<file path="src/rtl/apb_master_arbiter_if.sv">
// Bundled bus for apb_master_arbiter: two requester channels plus the APB master side.
// The master modport is the arbiter's view; slave is the environment's view.
interface apb_master_arbiter_if #(
    parameter int unsigned APB_BUS_W  = 32,
    parameter int unsigned APB_ADDR_W = 32
);
    logic                  m0_valid;
    logic                  m0_ready;
    logic [APB_ADDR_W-1:0] m0_addr;
    logic                  m0_write;
    logic [APB_BUS_W-1:0]  m0_wdata;
    logic                  m0_rsp_valid;
    logic [APB_BUS_W-1:0]  m0_rdata;
    logic                  m0_err;

    logic                  m1_valid;
    logic                  m1_ready;
    logic [APB_ADDR_W-1:0] m1_addr;
    logic                  m1_write;
    logic [APB_BUS_W-1:0]  m1_wdata;
    logic                  m1_rsp_valid;
    logic [APB_BUS_W-1:0]  m1_rdata;
    logic                  m1_err;

    logic [APB_ADDR_W-1:0] paddr;
    logic [APB_BUS_W-1:0]  pwdata;
    logic                  pwrite;
    logic                  psel;
    logic                  penable;
    logic [APB_BUS_W-1:0]  prdata;
    logic                  pready;

    modport master (
        input  m0_valid, m0_addr, m0_write, m0_wdata,
        output m0_ready, m0_rsp_valid, m0_rdata, m0_err,
        input  m1_valid, m1_addr, m1_write, m1_wdata,
        output m1_ready, m1_rsp_valid, m1_rdata, m1_err,
        output paddr, pwdata, pwrite, psel, penable,
        input  prdata, pready
    );

    modport slave (
        output m0_valid, m0_addr, m0_write, m0_wdata,
        input  m0_ready, m0_rsp_valid, m0_rdata, m0_err,
        output m1_valid, m1_addr, m1_write, m1_wdata,
        input  m1_ready, m1_rsp_valid, m1_rdata, m1_err,
        input  paddr, pwdata, pwrite, psel, penable,
        output prdata, pready
    );
endinterface

</file>
<file path="src/rtl/apb_master_arbiter.sv">
// Two-requester round-robin arbiter driving a single APB master port.
// Define APB_ARB_TIMEOUT_EN to end stalled ACCESS phases after TIMEOUT_CYC cycles with err=1.
module apb_master_arbiter #(
    parameter int unsigned APB_BUS_W   = 32,
    parameter int unsigned APB_ADDR_W  = 32,
    parameter int unsigned TIMEOUT_CYC = 16
) (
    input logic                  clk,
    input logic                  reset_n,
    apb_master_arbiter_if.master bus_io
);
    typedef enum logic [1:0] {StIdle, StSetup, StAccess} state_e;

    state_e                state_q, state_d;
    logic                  last_q, last_d;    // index of the requester granted most recently
    logic                  owner_q, owner_d;
    logic [APB_ADDR_W-1:0] addr_q, addr_d;
    logic                  write_q, write_d;
    logic [APB_BUS_W-1:0]  wdata_q, wdata_d;
    logic [1:0]            rsp_valid_q, rsp_valid_d;
    logic [1:0]            err_q, err_d;
    logic [APB_BUS_W-1:0]  rdata_q [2];
    logic [APB_BUS_W-1:0]  rdata_d [2];

    logic [1:0] valid;
    logic [1:0] ready;
    logic       grant_en;
    logic       access_done;
    logic       timeout;

    if (TIMEOUT_CYC == 0) begin : g_bad_timeout
        $error("TIMEOUT_CYC must be at least 1");
    end

`ifdef APB_ARB_TIMEOUT_EN
    localparam int unsigned     CntW    = $clog2(TIMEOUT_CYC + 1);
    localparam logic [CntW-1:0] CntLast = CntW'(TIMEOUT_CYC - 1);

    logic [CntW-1:0] cnt_q, cnt_d;

    assign timeout = (state_q == StAccess) && !bus_io.pready && (cnt_q == CntLast);

    always_comb begin
        cnt_d = '0;
        if (state_q == StAccess && !bus_io.pready && !timeout) begin
            cnt_d = cnt_q + CntW'(1);
        end
    end

    always_ff @(posedge clk) begin
        if (!reset_n) begin
            cnt_q <= '0;
        end else begin
            cnt_q <= cnt_d;
        end
    end
`else
    assign timeout = 1'b0;
`endif

    always_comb begin
        valid       = {bus_io.m1_valid, bus_io.m0_valid};
        state_d     = state_q;
        last_d      = last_q;
        owner_d     = owner_q;
        addr_d      = addr_q;
        write_d     = write_q;
        wdata_d     = wdata_q;
        rsp_valid_d = '0;
        err_d       = err_q;
        rdata_d     = rdata_q;
        ready       = '0;

        access_done = (state_q == StAccess) && (bus_io.pready || timeout);
        grant_en    = reset_n && ((state_q == StIdle) || access_done);

        if (grant_en) begin
            if (valid == 2'b11) begin
                ready = last_q ? 2'b01 : 2'b10;
            end else begin
                ready = valid;
            end
        end

        case (state_q)
            StIdle:   if (|ready) state_d = StSetup;
            StSetup:  state_d = StAccess;
            StAccess: if (access_done) state_d = (|ready) ? StSetup : StIdle;
            default:  state_d = StIdle;
        endcase

        if (|ready) begin
            owner_d = ready[1];
            last_d  = ready[1];
            addr_d  = ready[1] ? bus_io.m1_addr  : bus_io.m0_addr;
            write_d = ready[1] ? bus_io.m1_write : bus_io.m0_write;
            wdata_d = ready[1] ? bus_io.m1_wdata : bus_io.m0_wdata;
        end

        if (access_done) begin
            rsp_valid_d[owner_q] = 1'b1;
            err_d[owner_q]       = timeout;
            rdata_d[owner_q]     = (write_q || timeout) ? '0 : bus_io.prdata;
        end
    end

    always_ff @(posedge clk) begin
        if (!reset_n) begin
            state_q     <= StIdle;
            last_q      <= 1'b1;
            owner_q     <= 1'b0;
            addr_q      <= '0;
            write_q     <= 1'b0;
            wdata_q     <= '0;
            rsp_valid_q <= '0;
            err_q       <= '0;
            rdata_q[0]  <= '0;
            rdata_q[1]  <= '0;
        end else begin
            state_q     <= state_d;
            last_q      <= last_d;
            owner_q     <= owner_d;
            addr_q      <= addr_d;
            write_q     <= write_d;
            wdata_q     <= wdata_d;
            rsp_valid_q <= rsp_valid_d;
            err_q       <= err_d;
            rdata_q[0]  <= rdata_d[0];
            rdata_q[1]  <= rdata_d[1];
        end
    end

    assign bus_io.m0_ready     = ready[0];
    assign bus_io.m1_ready     = ready[1];
    assign bus_io.m0_rsp_valid = rsp_valid_q[0];
    assign bus_io.m1_rsp_valid = rsp_valid_q[1];
    assign bus_io.m0_rdata     = rdata_q[0];
    assign bus_io.m1_rdata     = rdata_q[1];
    assign bus_io.m0_err       = err_q[0];
    assign bus_io.m1_err       = err_q[1];

    assign bus_io.paddr   = addr_q;
    assign bus_io.pwdata  = wdata_q;
    assign bus_io.pwrite  = write_q;
    assign bus_io.psel    = (state_q != StIdle);
    assign bus_io.penable = (state_q == StAccess);
endmodule

</file>
<file path="src/flat_wrapper.sv">
// flat-port wrapper written by rule: the top's interface ports become plain ports
module apb_master_arbiter_flat 
#(
    parameter int unsigned APB_BUS_W   = 32,
    parameter int unsigned APB_ADDR_W  = 32,
    parameter int unsigned TIMEOUT_CYC = 16
)
  (clk, reset_n, bus_io_m0_valid, bus_io_m0_addr, bus_io_m0_write, bus_io_m0_wdata, bus_io_m0_ready, bus_io_m0_rsp_valid, bus_io_m0_rdata, bus_io_m0_err, bus_io_m1_valid, bus_io_m1_addr, bus_io_m1_write, bus_io_m1_wdata, bus_io_m1_ready, bus_io_m1_rsp_valid, bus_io_m1_rdata, bus_io_m1_err, bus_io_paddr, bus_io_pwdata, bus_io_pwrite, bus_io_psel, bus_io_penable, bus_io_prdata, bus_io_pready);
  apb_master_arbiter_if #(.APB_BUS_W(APB_BUS_W), .APB_ADDR_W(APB_ADDR_W)) bus_io_i ();
  input logic clk;
  input logic reset_n;
  input wire logic [$bits(bus_io_i.m0_valid)-1:0] bus_io_m0_valid;
  input wire logic [$bits(bus_io_i.m0_addr)-1:0] bus_io_m0_addr;
  input wire logic [$bits(bus_io_i.m0_write)-1:0] bus_io_m0_write;
  input wire logic [$bits(bus_io_i.m0_wdata)-1:0] bus_io_m0_wdata;
  output wire logic [$bits(bus_io_i.m0_ready)-1:0] bus_io_m0_ready;
  output wire logic [$bits(bus_io_i.m0_rsp_valid)-1:0] bus_io_m0_rsp_valid;
  output wire logic [$bits(bus_io_i.m0_rdata)-1:0] bus_io_m0_rdata;
  output wire logic [$bits(bus_io_i.m0_err)-1:0] bus_io_m0_err;
  input wire logic [$bits(bus_io_i.m1_valid)-1:0] bus_io_m1_valid;
  input wire logic [$bits(bus_io_i.m1_addr)-1:0] bus_io_m1_addr;
  input wire logic [$bits(bus_io_i.m1_write)-1:0] bus_io_m1_write;
  input wire logic [$bits(bus_io_i.m1_wdata)-1:0] bus_io_m1_wdata;
  output wire logic [$bits(bus_io_i.m1_ready)-1:0] bus_io_m1_ready;
  output wire logic [$bits(bus_io_i.m1_rsp_valid)-1:0] bus_io_m1_rsp_valid;
  output wire logic [$bits(bus_io_i.m1_rdata)-1:0] bus_io_m1_rdata;
  output wire logic [$bits(bus_io_i.m1_err)-1:0] bus_io_m1_err;
  output wire logic [$bits(bus_io_i.paddr)-1:0] bus_io_paddr;
  output wire logic [$bits(bus_io_i.pwdata)-1:0] bus_io_pwdata;
  output wire logic [$bits(bus_io_i.pwrite)-1:0] bus_io_pwrite;
  output wire logic [$bits(bus_io_i.psel)-1:0] bus_io_psel;
  output wire logic [$bits(bus_io_i.penable)-1:0] bus_io_penable;
  input wire logic [$bits(bus_io_i.prdata)-1:0] bus_io_prdata;
  input wire logic [$bits(bus_io_i.pready)-1:0] bus_io_pready;
  assign bus_io_i.m0_valid = bus_io_m0_valid;
  assign bus_io_i.m0_addr = bus_io_m0_addr;
  assign bus_io_i.m0_write = bus_io_m0_write;
  assign bus_io_i.m0_wdata = bus_io_m0_wdata;
  assign bus_io_m0_ready = bus_io_i.m0_ready;
  assign bus_io_m0_rsp_valid = bus_io_i.m0_rsp_valid;
  assign bus_io_m0_rdata = bus_io_i.m0_rdata;
  assign bus_io_m0_err = bus_io_i.m0_err;
  assign bus_io_i.m1_valid = bus_io_m1_valid;
  assign bus_io_i.m1_addr = bus_io_m1_addr;
  assign bus_io_i.m1_write = bus_io_m1_write;
  assign bus_io_i.m1_wdata = bus_io_m1_wdata;
  assign bus_io_m1_ready = bus_io_i.m1_ready;
  assign bus_io_m1_rsp_valid = bus_io_i.m1_rsp_valid;
  assign bus_io_m1_rdata = bus_io_i.m1_rdata;
  assign bus_io_m1_err = bus_io_i.m1_err;
  assign bus_io_paddr = bus_io_i.paddr;
  assign bus_io_pwdata = bus_io_i.pwdata;
  assign bus_io_pwrite = bus_io_i.pwrite;
  assign bus_io_psel = bus_io_i.psel;
  assign bus_io_penable = bus_io_i.penable;
  assign bus_io_i.prdata = bus_io_prdata;
  assign bus_io_i.pready = bus_io_pready;
  apb_master_arbiter #(.APB_BUS_W(APB_BUS_W), .APB_ADDR_W(APB_ADDR_W), .TIMEOUT_CYC(TIMEOUT_CYC)) u_core (.clk(clk), .reset_n(reset_n), .bus_io(bus_io_i));
endmodule
</file>
<file path="config.mk">
export PLATFORM = sky130hd
export DESIGN_NAME = apb_master_arbiter_flat
export DESIGN_NICKNAME = d
export VERILOG_FILES = /design/src/rtl/apb_master_arbiter_if.sv /design/src/rtl/apb_master_arbiter.sv /design/src/flat_wrapper.sv
export SDC_FILE = /design/constraint.sdc
export NUM_CORES = 1
export LEC_CHECK = 0
export BUFFER_PORTS_ARGS = -buffer_cell sky130_fd_sc_hd__buf_2
export CAP_MARGIN = 20
export CORE_AREA = 4 4 140 142
export CTS_BUF_LIST = sky130_fd_sc_hd__clkbuf_16
export DETAILED_ROUTE_END_ITERATION = 7
export DIE_AREA = 0 0 144 146
export MAX_ROUTING_LAYER = met4
export PLACE_DENSITY = 0.65
export SETUP_SLACK_MARGIN = 0.4
export SLEW_MARGIN = 20
export SYNTH_ARGS = -nofsm -noshare
export SYNTH_HDL_FRONTEND = slang
export SYNTH_SLANG_ARGS = --single-unit
</file>
<file path="constraint.sdc">
create_clock -name clk -period 1.65 [get_ports clk]
set_input_delay 0.2475 -clock clk [delete_from_list [all_inputs] [get_ports clk]]
set_output_delay 0.2475 -clock clk [all_outputs]
set_load 0.01 [all_outputs]
</file>
# Word level (Yosys, flattened, before mapping)
# Cells that the tools add are included.
# Widths: inputs -> output; s select.
# totals
wordCells,48
ff_bits,137
output_inout_bits,137
# op_classes
reduce_logical,10
n_eq_ne,5
bitwise,3
mux,16
magnitude_cmp,4
# op_table
cell,n
$mux 32,4
$bwmux 64,1
$demux 32 s1,1
$mux 2,5
$pmux 2 s3,1
$eq 2x2->1 const B,2
$logic_and 1x1->1,4
$reduce_and 2->1,2
$mux 1,3
$and 2x2->2,1
$eq 2x1->1 const B,1
$ge 2x2->1 const B,1
$logic_not 2->1,1
$lt 1x2->1 const B,1
$lt 2x1->1 const B,1
$ne 2x1->1 const B,1
$ne 2x2->1 const B,1
$not 1->2,1
$not 2->2,1
$reduce_bool 2->1,1
$reduce_or 2->1,1
$demux 1 s1,1
$ge 1x1->1 const B,1
$logic_or 1x1->1,1

# Depth between registers and ports, before layout
# Gate-level depths: netlist of run 1.
# depth
ltp_word,9
depth_mapped,7

# Worst setup path before layout of run 1
# Ideal clock, no wire load.
# synth_timing
path_kind,register to output
startpoint,reg u_core.state_q[1]
endpoint,out bus_io_m1_ready
required_ns,1.402
arrival_time_ns,1.239
path_stages_with_launch,6
slack_ns,0.164
n_path_buf,3
cell_sequence,dfxtp_1 buf_2 and2b_1 buf_4 buf_6 nor3_1
# synth_via
elab_chain_len,5
elab_cells_between_ends,6
cone_classes,eq/ne (1); mux (1); reduce/logical (4)
# synth_lines
element,line_no,rtl
"start, declared",apb_master_arbiter.sv:14,"state_e state_q, state_d;"
"start signal, assigned",apb_master_arbiter.sv:109,state_q <= StIdle;
"start signal, assigned",apb_master_arbiter.sv:120,state_q <= state_d;
$eq 2x2->1,apb_master_arbiter.sv:74,access_done = (state_q == StAccess) && (bus_io.pready || timeout);
$logic_and 1x1->1,apb_master_arbiter.sv:74,
$logic_or 1x1->1 (*),apb_master_arbiter.sv:75,grant_en = reset_n && ((state_q == StIdle) || access_done);
$logic_and 1x1->1 (*),apb_master_arbiter.sv:75,
$mux 2 (*),apb_master_arbiter.sv:77,if (grant_en) begin
"end, declared",flat_wrapper.sv:24,output wire logic [$bits(bus_io_i.m1_ready)-1:0] bus_io_m1_ready;
# Every way passes the cells marked *; elsewhere a longest branch is shown, timed or not.

# Worst setup path in the final report of run 1
# layout_timing
startpoint,reg u_core.state_q[1]
endpoint,"reg u_core.wdata_q[13], in the netlist u_core.bus_io.pwdata[13]"
# layout_via
elab_chain_len,6
elab_cells_between_ends,8
cone_classes,eq/ne (1); mux (2); reduce/logical (5)
# layout_lines
element,line_no,rtl
$eq 2x2->1,apb_master_arbiter.sv:74,
$logic_and 1x1->1,apb_master_arbiter.sv:74,
$logic_or 1x1->1 (*),apb_master_arbiter.sv:75,
$logic_and 1x1->1 (*),apb_master_arbiter.sv:75,
$mux 2 (*),apb_master_arbiter.sv:77,
$mux 32 / $reduce_or 2->1 (equally long branches),"apb_master_arbiter.sv:97, apb_master_arbiter.sv:92",
"end signal, assigned",apb_master_arbiter.sv:125,wdata_q <= wdata_d;
"end, declared",apb_master_arbiter.sv:19,"logic [APB_BUS_W-1:0] wdata_q, wdata_d;"
# Marked as above.
# A chain may end at the register's enable or synchronous reset.

==> results.py, run 1 <==
metrics = {
    "sta": {
        "achievable-frequency_ghz": 0.595,
        "period_minus_slack_ps": 1680,
        "holdWs_ps": 94.3,
        "timing_hold_violations_final": 0,
        "final_max_slew_viol_count": 0,
        "grt_setup_unrepaired": "true",
        "final_min_period_over_clock_period_pct": 102,
        "setup_slack_ps": -29.3,
        "report.final.setup_viol": 2,
        "fin_worst_skew_ps": 13.6,
        "slew_headroom_pct": 57.5,
        "worst_slew_pin_slew_ps": 637,
    },
    "worst_setup_path": {
        "start_kind": "flop",
        "crit_required_ps": 1970,
        "critical_path.n_buffers_inverters": 5,
        "worst_path_dominant_cell_family": "buffers and inverters",
        "worst_setup_path_end_kind": "flop",
        "critical_path.max_stage_delay_ps": 350,
        "crit_fanout": 6,
        "crit_path_frequent_cell": "sky130_fd_sc_hd__buf_12",
        "worstPathArrival_ps": 2000,
        "highest_delay_cell_along_the_critical_path": "sky130_fd_sc_hd__dfxtp_4",
        "path_cells": "buf_6, nand2b_4, buf_12, buf_12, buf_8, buf_12, nand4_1, a311oi_1",
        "worst-setup-path-type": "flop to flop",
    },
    "synth": {
        "yosys.cell_types.count": 33,
        "synth-seq-area-share_pct": 43.3,
        "synth_edf_count": 0,
        "synth_warnings": 0,
        "async_s_r_ff_share_synth_pct": 0,
        "syn_area_um2": 6330,
        "yosys_register_bits": 137,
        "synth-main-ff-cell": "sky130_fd_sc_hd__dfxtp_1",
        "total_nets_after_synthesis": 925,
        "synth_cells": 758,
        "postSynthAreaPerCell_um2": 8.35,
    },
    "grt": {
        "grt_pass1_vias": 8131,
        "grt_pass1_wl_um": 47300,
        "grt-ovfl-total": 0,
        "maximum_number_of_pins_on_one_net_before_global_route_repair": 46,
        "number_of_antenna_violations_at_the_first_check_in_global_routing": 3,
        "gr-usage-all-layers_pct": 29.5,
    },
    "routing": {
        "met1_length_um": 13000,
        "post-route-drc-count": 0,
        "routed.top_layer": "met4",
        "dr_total_vias": 8450,
        "drt_first_iter_violations": 685,
        "ant_nets": 0,
        "drt-total-wl_um": 33400,
        "avgRoutedWirePerCell_um": 24.1,
        "met2_wirelength_um": 16200,
        "route.detailed.vias_per_inst": 6.10,
        "met3RoutedLength_um": 2990,
        "first_pass_iters": 7,
    },
    "clock_tree": {
        "tritoncts": "built",
        "cts-buffers-inserted": 17,
        "cts.hold.buffers_added": 0,
        "max-clock-path-buffers": 2,
        "clkSinkCount": 137,
        "worstSkewPairLatency_ps": 420,
        "cts.root.buffer_cell": "sky130_fd_sc_hd__clkbuf_16",
        "cts_max_level": 4,
        "path_clk_slew_ps": 70,
    },
    "die": {
        "die-width_um": 144,
        "rows": 50,
        "dieArea_um2": 21000,
        "io_pins": 304,
        "initial_core_util_pct": 34.3,
        "core_area_um2": 18500,
        "floorplan.die.height_um": 146,
    },
    "finish": {
        "final_cell_mix": "sky130_fd_sc_hd__buf_2 (299), sky130_fd_sc_hd__dfxtp_1 (121), sky130_fd_sc_hd__nand4_1 (65)",
        "drive_above_1_share_pct": 64.7,
        "most_common_cell_after_layout_fill_and_taps_aside": "sky130_fd_sc_hd__buf_2",
        "stdcell_count": 1385,
        "finish.instance_area_um2": 12800,
        "layout.filler_cells": 1249,
        "areaGrowthSynthToFinish_pct": 103,
        "final_nets": 1301,
        "final-seq-area_um2": 2770,
        "multi_input_comb_area_um2": 4590,
        "final_core_util_pct": 69.6,
    },
    "placed_design": {
        "detailedPlace.worstSlack_ps": 106,
        "dp_hpwl_um": 15600,
        "detailed_place.area_um2": 8250,
        "weighted_congestion_reported_at_the_end_of_routability_driven_placement": 0.862,
        "portBuffers": 303,
        "placed_cells_incl_taps": 1228,
    },
    "power_and_ir_drop": {
        "share_comb_of_total_power_pct": 26.6,
        "p_clk_share_pct": 40.2,
        "power_leakage_nw": 5.60,
        "ir_drop_uv": 605,
        "power_frac_seq_pct": 33.2,
        "power.density_nw_per_um2": 850,
        "power.switching_fraction_pct": 29.8,
        "p_int_mw": 7.66,
        "total_switching_power_mw": 3.25,
    },
    "run_status": {
        "result_of_the_run": "finished, violations left",
        "failing_checks": "setup timing",
    },
    "job": {
        "maxCapViolCount": 0,
    },
    "worst_hold_path": {
        "min_path_type": "primary input to flop",
    },
}
==> flip-flops by register name (all words and copies together) (netlist names) <==
register and count:
u_core.owner_q 1, u_core.rsp_valid_q 2, u_core.bus_io.paddr 32, u_core.state_q 2, u_core.err_q 2, u_core.bus_io.pwdata 32, u_core.last_q 1, u_core.bus_io.m0_rdata 32
u_core.bus_io.pwrite 1, u_core.bus_io.m1_rdata 32
==> final timing paths <==
path                         startpoint                         end  slack, ps  depth (start not counted)
max                   u_core.state_q[1]    u_core.bus_io.pwdata[13]        -30                          8
min                  bus_io_m0_addr[21]     u_core.bus_io.paddr[21]         90                          3
max reg2reg           u_core.state_q[1]    u_core.bus_io.pwdata[13]        -30                          8
min reg2reg  u_core.bus_io.m1_rdata[26]  u_core.bus_io.m1_rdata[26]        450                          2
==> metrics by stage <==
| stage | setup TNS [ps] | power [mW] |
|---|---|---|
| CTS | -54.4 | 10.6 |
| finish | -31.4 | 10.9 |
| global placement | 0 | 5.21 |
| floorplan | 0 | 4.53 |
| detailed placement | 0 | 5.21 |
| global route | -409 | 11.2 |
==> synth_stat cells (2+ instances only) <==
library cell,count,area [um2]
sky130_fd_sc_hd__and3_1,2,12.5
sky130_fd_sc_hd__a311oi_1,65,569
sky130_fd_sc_hd__a31oi_1,66,413
sky130_fd_sc_hd__dfxtp_1,137,2740
sky130_fd_sc_hd__nand4_1,65,407
sky130_fd_sc_hd__nor2b_1,35,219
sky130_fd_sc_hd__nand2_1,128,480
sky130_fd_sc_hd__buf_1,2,7.51
sky130_fd_sc_hd__nor3_1,2,10.0
sky130_fd_sc_hd__nand2b_1,3,18.8
sky130_fd_sc_hd__buf_4,5,37.5
sky130_fd_sc_hd__nor2_1,4,15.0
sky130_fd_sc_hd__clkbuf_1,44,165
sky130_fd_sc_hd__a21oi_1,64,320
sky130_fd_sc_hd__o31ai_1,65,488
sky130_fd_sc_hd__buf_6,3,33.8
sky130_fd_sc_hd__buf_2,52,260
==> worst min-delay path: cells and delay by family <==
family / cells / cell delay, ps
AOI/OAI and AO/OA: 2 / 130
buffers and inverters: 1 / 100
==> cell type report <==
cell class,count,share of cell area (%)
Tap cell,234,2.28
Multi-Input combinational cell,515,35.8
Antenna cell,4,0.0780
Inverter,2,0.0780
Clock inverter,15,1.85
Timing Repair Buffer,461,35.0
Sequential cell,137,21.6
Clock buffer,17,3.31
==> cell families (layout without fill, tap and decap cells) <==
kind of cell           Yosys count  count (layout)  synth area share [%]
buffers and inverters          108             495                  8.09
flip-flops                     137             137                  43.3
AND/OR/NAND/NOR                248             250                  19.6
other                            0               4                     0
AO/OA/AOI/OAI                  264             264                  28.8
multiplexers                     1               1                 0.158
==> power by group through the flow <==
stage / Sequential (mW) / Clock [mW] / Combinational (mW)
3_5_place_dp: 3.65 / 0 / 1.56
5_1_grt: 3.63 / 4.59 / 3.02
4_1_cts: 3.59 / 4.42 / 2.55
3_3_place_gp: 3.66 / 0 / 1.56
6_report: 3.62 / 4.39 / 2.90
2_1_floorplan: 3.72 / 0 / 0.810
==> routing by layer <==
metal | vias to the layer above | GRT usage (%)
met4 | 0 | 11.5
met5 | - | -
met1 | 4089 | 36.5
li1 | 3683 | -
met3 | 112 | 6.80
met2 | 566 | 46.4
==> what timing repair did <==
| item | CTS | global route |
|---|---|---|
| pin swaps | 102 | 87 |
| buffers inserted | 57 | 10 |
| resized for setup | 286 | 137 |
| endpoints found under the setup margin | 138 | 143 |
| gates cloned | 46 | 8 |
(Power assumes the default switching activity.)
==> inputs of run 2 (changes only) <==
--- a/config.mk
+++ b/config.mk
@@ -6,13 +6,12 @@
 export NUM_CORES = 1
 export LEC_CHECK = 0
 export BUFFER_PORTS_ARGS = -buffer_cell sky130_fd_sc_hd__buf_2
-export CAP_MARGIN = 20
 export CORE_AREA = 4 4 140 142
 export CTS_BUF_LIST = sky130_fd_sc_hd__clkbuf_16
 export DETAILED_ROUTE_END_ITERATION = 7
 export DIE_AREA = 0 0 144 146
 export MAX_ROUTING_LAYER = met4
-export PLACE_DENSITY = 0.65
+export PLACE_DENSITY_LB_ADDON = 0.1
 export SETUP_SLACK_MARGIN = 0.4
 export SLEW_MARGIN = 20
 export SYNTH_ARGS = -nofsm -noshare
==> run 2 against run 1 <==
The run still ends with setup timing left. Register-to-register slack better by 90 ps. Final area is 6.9% lower. Critical path depth is 4 lower. Clock skew is 2.3 ps lower. Via count is 6.5% lower. Non-clock buffer count is 28 lower. Clock power is 14% lower. Sequential share of layout area is 1.5 points higher. Sequential cell count stayed put. Sequential power hardly changed. Count of clock-buffer cells in the layout stayed put. Critical path type is now flop to primary output.
==> results.py, run 2 (same netlist as run 1, synthesis figures left out) <==
metrics = {
    "run_status": {
        "result_of_the_run": "finished, violations left",
        "failing_checks": "setup timing",
    },
    "power_and_ir_drop": {
        "p_clk_share_pct": 37.7,
        "share_comb_of_total_power_pct": 26.6,
        "power_leakage_nw": 5.28,
        "power.density_nw_per_um2": 841,
        "power.switching_fraction_pct": 30.1,
        "p_int_mw": 7.03,
        "power_frac_seq_pct": 35.7,
        "total_switching_power_mw": 3.02,
        "ir_drop_uv": 695,
    },
    "placed_design": {
        "portBuffers": 303,
        "weighted_congestion_reported_at_the_end_of_routability_driven_placement": 0.814,
        "dp_hpwl_um": 15700,
        "detailed_place.area_um2": 8280,
    },
    "finish": {
        "final_nets": 1271,
        "finish.instance_area_um2": 11900,
        "drive_above_1_share_pct": 61.6,
        "final_cell_mix": "sky130_fd_sc_hd__buf_2 (298), sky130_fd_sc_hd__dfxtp_1 (133), sky130_fd_sc_hd__nand2_4 (66)",
        "layout.filler_cells": 1471,
        "most_common_cell_after_layout_fill_and_taps_aside": "sky130_fd_sc_hd__buf_2",
        "areaGrowthSynthToFinish_pct": 88.8,
    },
    "die": {
        "floorplan.die.height_um": 146,
        "die-width_um": 144,
        "dieArea_um2": 21000,
        "rows": 50,
        "io_pins": 304,
        "core_area_um2": 18500,
        "initial_core_util_pct": 34.3,
    },
    "worst_setup_path": {
        "worst_setup_path_end_kind": "primary output",
        "regToRegSetupSlack_ps": 60,
        "ff2ff_path_depth": 7,
        "worstPathArrival_ps": 1410,
        "crit_required_ps": 1400,
        "crit_fanout": 3,
        "r2r-end": "u_core.bus_io.paddr[22]",
        "worst-setup-path-type": "flop to primary output",
        "worstReg2RegStart": "u_core.last_q",
        "start_kind": "flop",
    },
    "sta": {
        "fin_worst_skew_ps": 11.3,
        "report.final.setup_viol": 1,
        "grt_setup_unrepaired": "true",
        "setup_slack_ps": -7.91,
        "timing_hold_violations_final": 0,
        "final_min_period_over_clock_period_pct": 100,
        "slew_headroom_pct": 65.0,
        "totalNegativeSetupSlack_ps": -7.91,
        "final_max_slew_viol_count": 0,
        "period_minus_slack_ps": 1660,
        "achievable-frequency_ghz": 0.603,
        "worst_slew_pin_slew_ps": 525,
    },
    "clock_tree": {
        "tritoncts": "built",
        "cts.root.buffer_cell": "sky130_fd_sc_hd__clkbuf_16",
        "cts_max_level": 4,
        "cts-buffers-inserted": 17,
        "path_clk_slew_ps": 60,
        "clkSinkCount": 137,
        "worstSkewPairLatency_ps": 420,
        "max-clock-path-buffers": 2,
    },
    "grt": {
        "number_of_antenna_violations_at_the_first_check_in_global_routing": 3,
        "grt_pass1_vias": 7477,
        "gr-usage-all-layers_pct": 27.1,
        "maximum_number_of_pins_on_one_net_before_global_route_repair": 67,
        "grt-ovfl-total": 0,
        "grt_pass1_wl_um": 43600,
    },
    "routing": {
        "drt-total-wl_um": 31300,
        "post-route-drc-count": 0,
        "drt_first_iter_violations": 509,
        "avgRoutedWirePerCell_um": 23.1,
        "dr_total_vias": 7898,
        "first_pass_iters": 5,
        "route.detailed.vias_per_inst": 5.83,
        "ant_nets": 0,
    },
    "worst_hold_path": {
        "min_path_type": "primary input to flop",
        "timing.hold.worst_path_depth": 3,
        "worst_hold_path.endpoint": "u_core.bus_io.paddr[12]",
        "min-delay-start": "bus_io_m1_addr[12]",
    },
    "job": {
        "maxCapViolCount": 0,
    },
}
run 2: changes by cell type in the layout (fill, tap and decap cells not counted), sizes merged:
cell / delta
buf: -30
clkbuf: +4
clkinv: +4
bufinv: -3
bufbuf: -2
and3: -1
diode: -1
inv: -1
nand2b: -1
run 2: how the worst max path moves through the flow:
stage / slack [ps] / endpoint / from / cells past startpoint
after floorplan: 340 / bus_io_m1_ready / u_core.state_q[1] / 5
after detailed placement: 110 / u_core.bus_io.pwdata[18] / reset_n / 5
after global routing: -60 / bus_io_m1_ready / u_core.state_q[0] / 4
after global placement: 130 / u_core.bus_io.pwdata[18] / reset_n / 5
after CTS: -20 / bus_io_m1_ready / u_core.last_q / 4
final: -8 / bus_io_m1_ready / u_core.state_q[0] / 4
run 2: stage by stage:
stage	cells	setup slack (ps)	hold slack, ps	power, mW	util (%)
5_1_grt	1354	-65.0	93.3	10.4	64.7
3_3_place_gp	1225	133	440	5.25	44.9
3_5_place_dp	1225	114	443	5.24	44.9
6_report	1354	-7.91	97.2	10.1	64.7
4_1_cts	1326	-17.6	83.9	9.78	58.4
2_1_floorplan	758	336	365	4.53	-
run 2: layout make-up:
type                       instances  area, um2  share of cell area (%)
clock buffer                      17        425                    3.56
sequential                       137       2760                    23.1
inverter                           2       10.0                  0.0838
multi-input combinational        513       4350                    36.4
clock inverter                    15        149                    1.25
antenna                            3       7.51                  0.0628
tap                              234        293                    2.45
timing repair buffer             433       3950                    33.1
run 2: power by group through the flow:
stage / sequential, mW / combinational, mW / clock [mW]
detailed placement: 3.66 / 1.58 / 0
finish: 3.59 / 2.68 / 3.79
CTS: 3.58 / 2.38 / 3.82
floorplan: 3.72 / 0.810 / 0
global placement: 3.66 / 1.60 / 0
global route: 3.60 / 2.82 / 3.96
run 2: critical path, stage by stage, from the launching register on:
cell	delay, ps
sky130_fd_sc_hd__dfxtp_4	360
sky130_fd_sc_hd__nand2b_4	180
sky130_fd_sc_hd__buf_12	140
sky130_fd_sc_hd__nor3_4	190
sky130_fd_sc_hd__buf_6	130
run 2: timing repair:
item | 4_1_cts | 5_1_grt
buffers inserted | 41 | 11
endpoints found under the setup margin | 74 | 140
hold buffers | 0 | 0
gates cloned | 28 | 14
pin swaps | 105 | 117
resized for setup | 195 | 180
run 2: layer usage:
layer  global-route usage [%]  up-vias  share of wire (%)
li1                         -     3610                  -
met1                     34.8     3843                 40
met2                     42.5      391                 50
met3                     5.42       54                7.6
met4                     9.32        0                2.3
met5                        -        -                  0
==> inputs of run 3 (changes only) <==
--- a/config.mk
+++ b/config.mk
@@ -12,6 +12,7 @@
 export DIE_AREA = 0 0 144 146
 export MAX_ROUTING_LAYER = met4
 export PLACE_DENSITY_LB_ADDON = 0.1
+export REMOVE_ABC_BUFFERS = 1
 export SETUP_SLACK_MARGIN = 0.4
 export SLEW_MARGIN = 20
 export SYNTH_ARGS = -nofsm -noshare
==> run 3 against run 2 <==
The run still ends with setup timing left. Register-to-register slack worse by 80 ps. Worst setup slack got worse by 22 ps. Core utilization grew 2.0 points. Sequential share of layout area shrank 0.63 points. Critical path depth is 1 higher. Final area grew 3.0%. Via count rose by 3.0%. Die area unchanged. Total power is 6.4% higher. Fmax is 1.3% lower. Sequential power about the same. Highest routed layer unchanged.
==> results.py, run 3 (same netlist as run 1, synthesis figures left out) <==
metrics = {
    "worst_setup_path": {
        "critical_path.n_buffers_inverters": 2,
        "start_kind": "flop",
        "crit_fanout": 3,
        "worst_setup_path_end_kind": "primary output",
        "worst-setup-path-type": "flop to primary output",
        "worst_path_dominant_cell_family": "simple AND/OR/NAND/NOR gates",
        "worstPathArrival_ps": 1430,
        "critical_path.max_stage_delay_ps": 360,
        "highest_delay_cell_along_the_critical_path": "sky130_fd_sc_hd__dfxtp_4",
        "crit_required_ps": 1400,
        "path_cells": "nor2b_4, buf_6, nand3_4, nor2b_4, buf_6",
    },
    "clock_tree": {
        "tritoncts": "built",
        "worstSkewPairLatency_ps": 430,
        "path_clk_slew_ps": 70,
        "cts_max_level": 4,
        "cts.hold.buffers_added": 0,
        "max-clock-path-buffers": 2,
        "cts-buffers-inserted": 17,
        "clkSinkCount": 137,
        "cts.root.buffer_cell": "sky130_fd_sc_hd__clkbuf_16",
    },
    "sta": {
        "setup_slack_ps": -29.9,
        "worst_slew_pin_slew_ps": 466,
        "grt_setup_unrepaired": "true",
        "slew_headroom_pct": 68.9,
        "fin_worst_skew_ps": 9.16,
        "achievable-frequency_ghz": 0.595,
        "period_minus_slack_ps": 1680,
        "final_max_slew_viol_count": 0,
        "timing_hold_violations_final": 0,
        "report.final.setup_viol": 6,
        "final_min_period_over_clock_period_pct": 102,
    },
    "die": {
        "core_area_um2": 18500,
        "io_pins": 304,
        "dieArea_um2": 21000,
        "rows": 50,
        "initial_core_util_pct": 34.3,
        "die-width_um": 144,
        "floorplan.die.height_um": 146,
    },
    "grt": {
        "grt-ovfl-total": 0,
        "grt_pass1_wl_um": 46000,
        "gr-usage-all-layers_pct": 28.9,
        "number_of_antenna_violations_at_the_first_check_in_global_routing": 5,
        "maximum_number_of_pins_on_one_net_before_global_route_repair": 52,
        "grt_pass1_vias": 7859,
    },
    "run_status": {
        "failing_checks": "setup timing",
        "result_of_the_run": "finished, violations left",
    },
    "finish": {
        "stdcell_count": 1372,
        "most_common_cell_after_layout_fill_and_taps_aside": "sky130_fd_sc_hd__buf_2",
        "final_cell_mix": "sky130_fd_sc_hd__buf_2 (299), sky130_fd_sc_hd__dfxtp_1 (128), sky130_fd_sc_hd__nand4_1 (65)",
        "areaGrowthSynthToFinish_pct": 94.6,
        "drive_above_1_share_pct": 60.7,
        "final_nets": 1286,
        "layout.filler_cells": 1447,
    },
    "placed_design": {
        "dp_hpwl_um": 15400,
        "weighted_congestion_reported_at_the_end_of_routability_driven_placement": 0.798,
        "portBuffers": 303,
        "placed_cells_incl_taps": 1225,
    },
    "routing": {
        "post-route-drc-count": 0,
        "route.detailed.vias_per_inst": 5.93,
        "dr_total_vias": 8131,
        "first_pass_iters": 5,
        "drt_first_iter_violations": 481,
        "avgRoutedWirePerCell_um": 23.6,
        "drt-total-wl_um": 32300,
        "ant_nets": 0,
    },
    "power_and_ir_drop": {
        "report.power.total_mw": 10.7,
        "ir_drop_uv": 734,
        "power.density_nw_per_um2": 868,
        "power_leakage_nw": 5.41,
    },
    "job": {
        "maxCapViolCount": 0,
    },
    "worst_hold_path": {
        "min_path_type": "primary input to flop",
    },
}
[run 3: changes by cell type in the layout (fill, tap and decap cells not counted), moves of 8 or more]
cell | before | now
sky130_fd_sc_hd__buf_16 | 25 | 39
sky130_fd_sc_hd__nand2_4 | 66 | 56
sky130_fd_sc_hd__o31ai_2 | 29 | 19
sky130_fd_sc_hd__nand2_1 | 55 | 64
sky130_fd_sc_hd__o31ai_1 | 34 | 43
sky130_fd_sc_hd__a31oi_1 | 64 | 56
[run 3: final cells by class]
class	count	area (um2)	share of cell area [%]
clock inverters	15	214	1.74
flip-flops and latches	137	2760	22.5
well taps	234	293	2.38
repair buffers	448	4290	34.8
clock buffers	17	425	3.46
inverters	2	10.0	0.0813
diodes	6	15.0	0.122
multi-input cells	513	4300	34.9
[run 3: timing repair]
item,in CTS,in global routing
endpoints found under the setup margin,139,144
pin swaps,96,91
resized for setup,197,179
cloned,40,11
setup buffers,54,4
endpoints found under the hold margin,0,0
[run 3: path summary, 6_finish.rpt]
path,from,end,slack [ps],depth (start not counted)
hold / removal,bus_io_m0_addr[20],u_core.bus_io.paddr[20],90,3
hold reg to reg,u_core.bus_io.m0_rdata[23],u_core.bus_io.m0_rdata[23],450,2
setup / recovery,u_core.state_q[0],bus_io_m0_ready,-30,5
setup reg to reg,u_core.state_q[0],u_core.bus_io.pwdata[30],-20,10
[run 3: worst min-delay path: cells and delay by family]
kind / cells / cell delay, ps
AO/OA/AOI/OAI: 2 / 130
buffers and inverters: 1 / 100
[run 3: where the power goes]
group	switching (mW)	internal, mW	total [mW]
Sequential	0.118	3.48	3.60
Clock	1.67	2.57	4.25
Combinational	1.40	1.44	2.84
[run 3: routing by layer]
layer	global-route usage (%)	part of all wire, %	vias to the layer above
met5	-	0	-
met4	9.79	3.2	0
met3	6.44	8.5	86
met2	44.5	48	462
met1	37.5	40	3927
li1	-	-	3656
[run 3: stage by stage]
step	hold WS, ps	area, um2	worst slack [ps]	utilization [%]	TNS [ps]
2_1_floorplan	365	5820	-4420	-	-347120
3_3_place_gp	439	8200	61.4	44.4	0
3_5_place_dp	443	8200	12.2	44.4	0
4_1_cts	68.3	11200	-59.8	60.9	-73.0
5_1_grt	92.7	12300	-81.2	66.7	-620
6_report	88.8	12300	-29.9	66.7	-90.4
